$ cat src/rtl/gray_cnt_gen.sv
// gray_cnt_gen: registered binary/Gray count generator with valid/ready handshake.
// Steps up or down one count per accepted handshake, supports parallel load,
// stop to IDLE, and a one-cycle wrap pulse.
//
// Optional feature macro: GRAY_CNT_CHECK_EN
//   defined   -> each step is checked for a single-bit Gray change; o_err is sticky
//   undefined -> no check logic; o_err is tied low
//
// Ports:
//   i_clk, i_rstn          clock, asynchronous active-low reset
//   i_load, i_load_val     load request and binary value to load (enters RUN)
//   i_stop                 return to IDLE, count retained
//   i_en, i_up             step enable and direction (1 = increment)
//   i_ready                downstream accepts current sample
//   o_valid, o_bin, o_gray registered sample (binary and matching Gray code)
//   o_wrap                 one-cycle pulse after a modulo wrap step
//   o_err                  sticky step-check error
module gray_cnt_gen #(
    parameter int unsigned NBIT = 8
) (
    input  logic            i_clk,
    input  logic            i_rstn,
    input  logic            i_load,
    input  logic [NBIT-1:0] i_load_val,
    input  logic            i_stop,
    input  logic            i_en,
    input  logic            i_up,
    input  logic            i_ready,
    output logic            o_valid,
    output logic [NBIT-1:0] o_bin,
    output logic [NBIT-1:0] o_gray,
    output logic            o_wrap,
    output logic            o_err
);

    typedef enum logic {
        ST_IDLE = 1'b0,
        ST_RUN  = 1'b1
    } state_t;

    state_t          state_q, state_d;
    logic [NBIT-1:0] bin_q, bin_d;
    logic [NBIT-1:0] gray_q, gray_d;
    logic            valid_q, valid_d;
    logic            wrap_q, wrap_d;

    logic            step_c;
    logic [NBIT-1:0] bin_step_c;
    logic            wrap_hit_c;

    function automatic logic [NBIT-1:0] to_gray(input logic [NBIT-1:0] b);
        return b ^ (b >> 1);
    endfunction

    // A step is one accepted handshake while running.
    assign step_c     = (state_q == ST_RUN) && valid_q && i_ready && i_en;
    assign bin_step_c = i_up ? (bin_q + NBIT'(1)) : (bin_q - NBIT'(1));
    assign wrap_hit_c = i_up ? (&bin_q) : (bin_q == '0);

`ifdef GRAY_CNT_CHECK_EN
    logic err_q, err_d;
    logic bad_step_c;

    // gray_q is the previous Gray output at the moment it is being replaced.
    assign bad_step_c = ($countones(gray_q ^ to_gray(bin_step_c)) != 1);
`endif

    // Next-state and next-output logic; priority is load > stop > step.
    always_comb begin
        state_d = state_q;
        bin_d   = bin_q;
        gray_d  = gray_q;
        valid_d = valid_q;
        wrap_d  = 1'b0;
`ifdef GRAY_CNT_CHECK_EN
        err_d   = err_q;
`endif
        if (i_load) begin
            state_d = ST_RUN;
            bin_d   = i_load_val;
            gray_d  = to_gray(i_load_val);
            valid_d = 1'b1;
`ifdef GRAY_CNT_CHECK_EN
            err_d   = 1'b0;
`endif
        end else if (i_stop) begin
            state_d = ST_IDLE;
            valid_d = 1'b0;
        end else if (step_c) begin
            bin_d   = bin_step_c;
            gray_d  = to_gray(bin_step_c);
            wrap_d  = wrap_hit_c;
`ifdef GRAY_CNT_CHECK_EN
            err_d   = err_q | bad_step_c;
`endif
        end
    end

    // State and output registers.
    always_ff @(posedge i_clk or negedge i_rstn) begin
        if (!i_rstn) begin
            state_q <= ST_IDLE;
            bin_q   <= '0;
            gray_q  <= '0;
            valid_q <= 1'b0;
            wrap_q  <= 1'b0;
`ifdef GRAY_CNT_CHECK_EN
            err_q   <= 1'b0;
`endif
        end else begin
            state_q <= state_d;
            bin_q   <= bin_d;
            gray_q  <= gray_d;
            valid_q <= valid_d;
            wrap_q  <= wrap_d;
`ifdef GRAY_CNT_CHECK_EN
            err_q   <= err_d;
`endif
        end
    end

    assign o_valid = valid_q;
    assign o_bin   = bin_q;
    assign o_gray  = gray_q;
    assign o_wrap  = wrap_q;
`ifdef GRAY_CNT_CHECK_EN
    assign o_err   = err_q;
`else
    assign o_err   = 1'b0;
`endif

endmodule

$ cat config.mk
export PLATFORM = sky130hd
export DESIGN_NAME = gray_cnt_gen
export DESIGN_NICKNAME = d
export VERILOG_FILES = /design/src/rtl/gray_cnt_gen.sv
export SDC_FILE = /design/constraint.sdc
export NUM_CORES = 1
export LEC_CHECK = 0
export CAP_MARGIN = 20
export CORE_MARGIN = 5
export CORE_UTILIZATION = 43
export CTS_CLUSTER_DIAMETER = 200
export CTS_CLUSTER_SIZE = 8
export DETAILED_ROUTE_END_ITERATION = 12
export MAX_ROUTING_LAYER = met4
export PLACE_DENSITY = 0.75
export SLEW_MARGIN = 25
export SYNTH_ARGS = -nofsm -noshare
export SYNTH_HDL_FRONTEND = slang
export SYNTH_SLANG_ARGS = --single-unit
$ cat constraint.sdc
create_clock -name i_clk -period 2 [get_ports i_clk]
set_clock_uncertainty 0.05 [all_clocks]
set_input_delay 0.3 -clock i_clk [delete_from_list [all_inputs] [get_ports i_clk]]
set_output_delay 0.3 -clock i_clk [all_outputs]
set_load 0.02 [all_outputs]
==> results of run 1 <==
-- layer usage --
layer,vias up,GRT usage (%)
met1,633,21.8
met4,0,5.54
li1,624,-
met5,-,-
met3,12,4.32
met2,49,36.0
-- timing repair --
action                     4_1_cts  5_1_grt
hold endpoints to repair         0        0
pin swaps                        3        3
setup endpoints to repair       10        6
gates resized for setup          8       12
buffers inserted                 0        3
-- placed cells by master, fill, tap and decap left out, types with 2 or more instances in the layout --
master | synthesis | routed
a211oi_4 | 1 | 2
a21oi_1 | 9 | 9
a31oi_1 | 5 | 5
buf_4 | 2 | 23
clkbuf_4 | 0 | 3
clkdlybuf4s50_1 | 0 | 31
dfrtp_1 | 17 | 15
dfrtp_2 | 0 | 2
ha_4 | 0 | 4
inv_1 | 6 | 4
mux2i_1 | 3 | 3
nand2_1 | 9 | 9
nand3_2 | 1 | 2
nand4_1 | 2 | 2
nand4b_1 | 2 | 2
nor2_1 | 11 | 11
nor2b_1 | 4 | 3
nor3b_1 | 3 | 3
nor4_1 | 2 | 2
o21a_1 | 2 | 2
o21ai_0 | 10 | 10
o21ai_1 | 7 | 7
xnor2_1 | 13 | 13
xor2_1 | 4 | 4
-- critical path, cell delays in order (launching register included) --
cell and delay (ns):
dfrtp_2 0.46, ha_4 0.24, a211oi_4 0.28, nor4b_2 0.09
or3_4 0.39, a211o_1 0.32, nand3_2 0.06
-- flip-flops by register name, indices dropped and copies added, names as in the netlist --
signal,count
o_bin,8
o_wrap,1
o_valid,1
o_gray,7
-- kinds of logic after synthesis --
| logic type | after synthesis | share of synthesized area [%] |
|---|---|---|
| DFF | 17 | 33.0 |
| muxes | 3 | 2.33 |
| other | 1 | 0.291 |
| buffers and inverters | 13 | 4.36 |
| and+or+nand+nor | 42 | 17.7 |
| adders and majority gates | 7 | 7.37 |
| xor gates and xnor gates | 17 | 11.5 |
| AOI/OAI and AO/OA | 45 | 23.4 |
-- report_power, final --
part | internal, W | leakage, nW | total, W | switching (W)
registers | 0.000384 | 0.202 | 0.000418 | 0.0000338
logic | 0.000350 | 0.571 | 0.000697 | 0.000347
clock network | 0.0000776 | 0.0150 | 0.000190 | 0.000113
total | 0.000811 | 0.788 | 0.00130 | 0.000494
-- final timing paths --
kind	start	to	slack [ns]	cells after the start
setup / recovery	o_bin[1]	o_gray[6]	0.06	6
hold / removal	i_rstn	o_bin[7]	0.28	2
setup reg to reg	o_bin[1]	o_gray[6]	0.06	6
hold reg to reg	o_gray[3]	o_gray[3]	0.49	2
max in group asynchronous	i_rstn	o_bin[1]	1.40	2
min in group i_clk	i_up	o_wrap	0.43	4
-- metrics by stage --
stage | cells | total power [W] | setup WS [ns]
floorplan | 145 | 0.000789 | 0.0136
global placement | 221 | 0.00103 | -0.499
detailed placement | 221 | 0.00105 | -0.596
CTS | 225 | 0.00126 | 0.00546
global route | 228 | 0.00139 | -0.0436
finish | 228 | 0.00130 | 0.0571
-- cell type report --
cell class	instances	area [µm²]	area share [%]
sequential	17	428	22.5
inverter	6	27.5	1.44
tap	31	38.8	2.04
timing repair buffer	55	488	25.6
multi-input combinational	115	897	47.1
clock buffer	4	26.3	1.38
==> qor.csv, run 1 <==
stage,metric,value,unit
run_status,status,completed,
clock_tree,clock tree buffer depth,2,
detailed_routing,met2 routed WL,2140,µm
detailed_routing,Post-Route WL,3980,µm
placement,Placer Congestion,0.885,
detailed_routing,total number of vias,1318,
run,max-cap violations,0,
logic_synthesis,unique cell type count in the Yosys netlist,42,
logic_synthesis,Avg Inst Size Synth,8.90,µm²
logic_synthesis,cells after synthesis,145,
grt,largest net degree at the start of global routing,18,
logic_synthesis,Area contributors post-synth,"dfrtp_1 (33%), xnor2_1 (8.8%), ha_1 (5.8%)",
detailed_routing,drc violations,0,
finish,Finished Cell Area,0.00191,mm²
sta,Finish-stage setup viols,0,
logic_synthesis,Synth Flop Type,dfrtp_1,
worst_hold_path,Hold Path Class,in2async,
detailed_routing,Initial DRT Pass Iterations,4,
logic_synthesis,Synth area leader,dfrtp_1,
grt,total global routing overflow,0,
detailed_routing,Wirelength per Cell,17.5,µm
placement,# port buffers,32,
floorplanning,core area,0.00281,mm²
logic_synthesis,syn nets,167,
clock_tree,Clock Sink Count,17,
floorplanning,Die Wd,64.8,µm
placement,post-detail-place hpwl,2890,µm
floorplanning,die area,0.00420,mm²
floorplanning,initial core utilization,46.0,%
clock_tree,CTS root buf,clkbuf_4,
logic_synthesis,"EDFF count, synth",0,
clock_tree,"Clk Latency, worst-skew pair",0.29,ns
sta,final hold violation count,0,
logic_synthesis,top cell type's share of synthesized area,33.0,%
clock_tree,cts bufs inserted,3,
floorplanning,Die Ht,64.8,µm
logic_synthesis,asr flop ratio synth,100,%
grt,initial antenna violation count,0,
logic_synthesis,"FF+latch count, synth",17,
sta,crit share post-route,97.1,%
placement,placed inst area,0.00177,mm²
grt,GR Util All Layers,19.9,%
sta,RSZ-0062 raised after global routing,true,
clock_tree,Post-CTS Hold Buffers,0,
sta,Min Hold Slack,0.279,ns
detailed_routing,initial DRC count,99,
logic_synthesis,most common cell in the netlist,dfrtp_1,
worst_setup_path,CP startpoint kind,register,
detailed_routing,Via-to-Cell Ratio,5.78,
clock_tree,CTS tree,yes,
finish,fin util,67.9,%
detailed_routing,M1 WL,1560,µm
grt,vias in the first global route,1385,
sta,fmax,0.515,GHz
finish,share of layout cells above drive strength 1,23.4,%
worst_setup_path,largest fanout on the critical path,4,
clock_tree,"Reg clk slew, reported paths",0.11,ns
logic_synthesis,most frequent cells after synthesis,"dfrtp_1 (17), xnor2_1 (13), nor2_1 (11)",
floorplanning,row count,19,
power_and_ir_drop,Static Leak,0.788,nW
floorplanning,# IOs,34,
logic_synthesis,Mapped Area,0.00129,mm²
logic_synthesis,register area share after synthesis,33.0,%
detailed_routing,met3 WL,199,µm
sta,setup_tns,0,ns
detailed_routing,DR top layer,met4,
sta,post-layout min period,1.94,ns
worst_setup_path,CP Data Required Time,2.19,ns
power_and_ir_drop,cell area power density,685,mW/mm²
finish,Area Growth Syn to Fin,47.7,%
detailed_routing,DRT antenna net count,0,
finish,Layout Nets,220,
sta,Slew Limit Fails,0,
worst_setup_path,Worst setup EP type,register,
logic_synthesis,synth warn,0,
worst_setup_path,crit path DAT,2.13,ns
clock_tree,H-tree levels,1,
power_and_ir_drop,Max IR drop VDD,0.444,mV
grt,global-route wire length before repair,6390,µm
worst_setup_path,critical path type,reg2reg,
finish,Filler cells,238,
finish,antenna cells,0,
(Power assumes the default switching activity.)
==> run 2: changes to the inputs <==
CORE_UTILIZATION = 52   (was 43)
PLACE_DENSITY = 0.85   (was 0.75)
clock period = 2.3 ns   (was 2 ns; I/O delays follow)
==> run 2 against run 1 <==
Effect of this change:
- combinational power shrank 23%
- die area shrank 15%
- clock-buffer cell count fell by 1
- design area shrank 7.0%
- flip-flop and latch count did not move
- total power decreased by 17%
- core utilization up 5.0 points
- via count is 4.3% lower
- hold slack improved by 0.15 ns
- final cell count shrank 3.5%
- register-to-register slack gained 0.16 ns
==> qor.csv, run 2 (same netlist as run 1, synthesis figures left out) <==
stage,metric,value,unit,change
clock_tree,cts bufs inserted,3,,unchanged
sta,Slew Limit Fails,0,,unchanged
clock_tree,CTS tree,yes,,
worst_setup_path,internal reg-to-reg setup slack,0.22,ns,+0.16 ns
finish,most frequent cells in the layout,"clkdlybuf4s50_1 (32), dfrtp_1 (17), buf_4 (16), xnor2_1 (13), nor2_1 (11)",,
power_and_ir_drop,cell area power density,608,mW/mm²,-11%
finish,Finished Cell Area,0.00177,mm²,-7.0%
worst_setup_path,crit path cell chain,clkdlybuf4s50_1 > inv_2 > ha_1 > o21ai_1 > nor4b_2 > or3_1 > a211o_1 > nand3_2,,
clock_tree,clock tree buffer depth,2,,unchanged
sta,Slew HR,47.2,%,
worst_hold_path,Hold Path Class,in2async,,
detailed_routing,Wirelength per Cell,15.9,µm,-9.0%
clock_tree,"Clk Latency, worst-skew pair",0.31,ns,+0.02 ns
worst_setup_path,largest fanout on the critical path,7,,+3
finish,"commonest non-fill, non-tap cell in the layout",clkdlybuf4s50_1,,
clock_tree,post-CTS setup buffer count,0,,unchanged
finish,Area Growth Syn to Fin,37.4,%,
clock_tree,Clock Sink Count,17,,unchanged
finish,antenna cells,0,,unchanged
clock_tree,CTS root buf,clkbuf_4,,
detailed_routing,initial DRC count,28,,-72%
worst_setup_path,max incr delay on CP,0.49,ns,+0.03 ns
floorplanning,Die Wd,59.8,µm,-7.7%
detailed_routing,DRT antenna net count,0,,unchanged
detailed_routing,Initial DRT Pass Iterations,4,,unchanged
placement,placed inst area,0.00173,mm²,-1.8%
sta,post-layout min period,2.23,ns,
finish,fin util,72.9,%,+5.0 points
sta,Finish-stage setup viols,0,,unchanged
power_and_ir_drop,Max IR drop VDD,0.530,mV,+19%
sta,final hold violation count,0,,unchanged
grt,met3 Usage GRT,3.24,%,-1.1 points
grt,GR Util All Layers,21.2,%,+1.3 points
grt,Top Usage Layer GRT,met2,,
sta,crit share post-route,97.0,%,
floorplanning,die area,0.00358,mm²,-15%
floorplanning,initial core utilization,53.0,%,+7.0 points
clock_tree,H-tree levels,1,,unchanged
run,max-cap violations,0,,unchanged
clock_tree,Post-CTS Hold Buffers,0,,unchanged
finish,Layout Nets,213,,-3.2%
finish,share of layout cells above drive strength 1,15.3,%,-8.1 points
grt,met1 GRT Util,25.1,%,+3.3 points
grt,vias in the first global route,1213,,-12%
worst_setup_path,CP startpoint kind,input pin,,
worst_setup_path,worst-case reg-to-reg path depth,6,,unchanged
floorplanning,# IOs,34,,unchanged
worst_setup_path,reg2reg end,o_gray[6],,
grt,global-route wire length before repair,5500,µm,-14%
worst_setup_path,CP Data Required Time,2.51,ns,+0.32 ns
placement,Placer Congestion,0.882,,-0.37%
worst_setup_path,Worst setup EP type,register,,
run_status,status,completed,,
power_and_ir_drop,Static Leak,0.745,nW,-5.5%
detailed_routing,Post-Route WL,3500,µm,-12%
placement,# port buffers,32,,unchanged
worst_setup_path,crit path DAT,2.44,ns,+0.31 ns
worst_setup_path,critical path type,in2reg,,
worst_setup_path,family with the most delay on the worst path,compound AO/OA/AOI/OAI gates,,
sta,measured slew at the worst slew-check pin,0.790,ns,
floorplanning,Die Ht,59.8,µm,-7.7%
placement,post-detail-place hpwl,2720,µm,-6.0%
grt,total global routing overflow,0,,unchanged
floorplanning,row count,18,,-1
sta,RSZ-0062 raised after global routing,false,,
detailed_routing,total number of vias,1261,,-4.3%
sta,fmax,0.448,GHz,
grt,initial antenna violation count,0,,unchanged
clock_tree,"Reg clk slew, reported paths",0.11,ns,about the same
grt,M2 GR Usage,35.2,%,-0.83 points
detailed_routing,Via-to-Cell Ratio,5.73,,-0.85%
worst_setup_path,Critical R2R Launch,o_bin[2],,
grt,largest net degree at the start of global routing,22,,+4
detailed_routing,drc violations,0,,unchanged
floorplanning,core area,0.00243,mm²,-13%
worst_setup_path,CP max-delay cell,clkdlybuf4s50_1,,
worst_setup_path,Buf/Inv on CP,2,,+2
finish,number of flip-flops in the largest register,8,,unchanged
sta,setup_tns,0,ns,unchanged
sta,Min Hold Slack,0.432,ns,+0.153 ns
[run 2: cell count changes in the layout (fill, tap and decap cells not counted), moves of 2 or more]
cell and delta:
ha_4 -4, dfrtp_1 +2, dfrtp_2 -2, buf_4 -7, ha_1 +3
[run 2: final cells by class]
class / instances / area, µm²
inverter: 6 / 22.5
fill: 198 / 659
clock buffer: 3 / 22.5
timing repair buffer: 48 / 440
tap: 30 / 37.5
multi-input combinational: 115 / 820
clock inverter: 1 / 5.00
sequential: 17 / 425
[run 2: metal layers]
layer / wire, µm / up-vias / part of all wire (%)
met4: 116 / 0 / 3.3
met2: 1790 / 49 / 51
met5: 0 / - / 0
li1: - / 611 / -
met1: 1390 / 593 / 40
met3: 199 / 8 / 5.7
[run 2: how the worst max path moves through the flow]
stage	slack (ns)	startpoint	endpoint	cells past startpoint
2_1_floorplan	0.25	o_bin[0]	o_gray[5]	7
3_3_place_gp	-0.20	i_up	o_gray[5]	8
3_5_place_dp	-0.30	i_up	o_gray[5]	8
4_1_cts	0.05	i_up	o_gray[5]	8
5_1_grt	0.01	i_up	o_gray[6]	8
6_report	0.07	i_up	o_gray[6]	8
[run 2: where the power goes]
part           switching (W)  internal (W)  total, W
clock network       0.000114     0.0000651  0.000179
logic               0.000271      0.000264  0.000535
registers          0.0000319      0.000333  0.000365
total               0.000417      0.000662   0.00108
[run 2: timing repair]
| item | CTS | global route |
|---|---|---|
| hold endpoints to repair | 0 | 0 |
| endpoints found under the setup margin | 0 | 4 |
| gates resized for setup | 0 | 4 |
[run 2: worst register-to-register path, stage by stage, from the launching register on]
cell and delay, ns:
dfrtp_1 0.46, ha_1 0.34, o21ai_1 0.29, nor4b_2 0.11, or3_1 0.40, a211o_1 0.32, nand3_2 0.06
[run 2: through the flow]
stage / setup WS (ns) / total power [W] / instances
final: 0.0680 / 0.00108 / 220
after global routing: 0.0119 / 0.00115 / 220
after floorplan: 0.248 / 0.000685 / 145
after global placement: -0.202 / 0.000879 / 216
after CTS: 0.0460 / 0.00108 / 220
after detailed placement: -0.298 / 0.000898 / 216
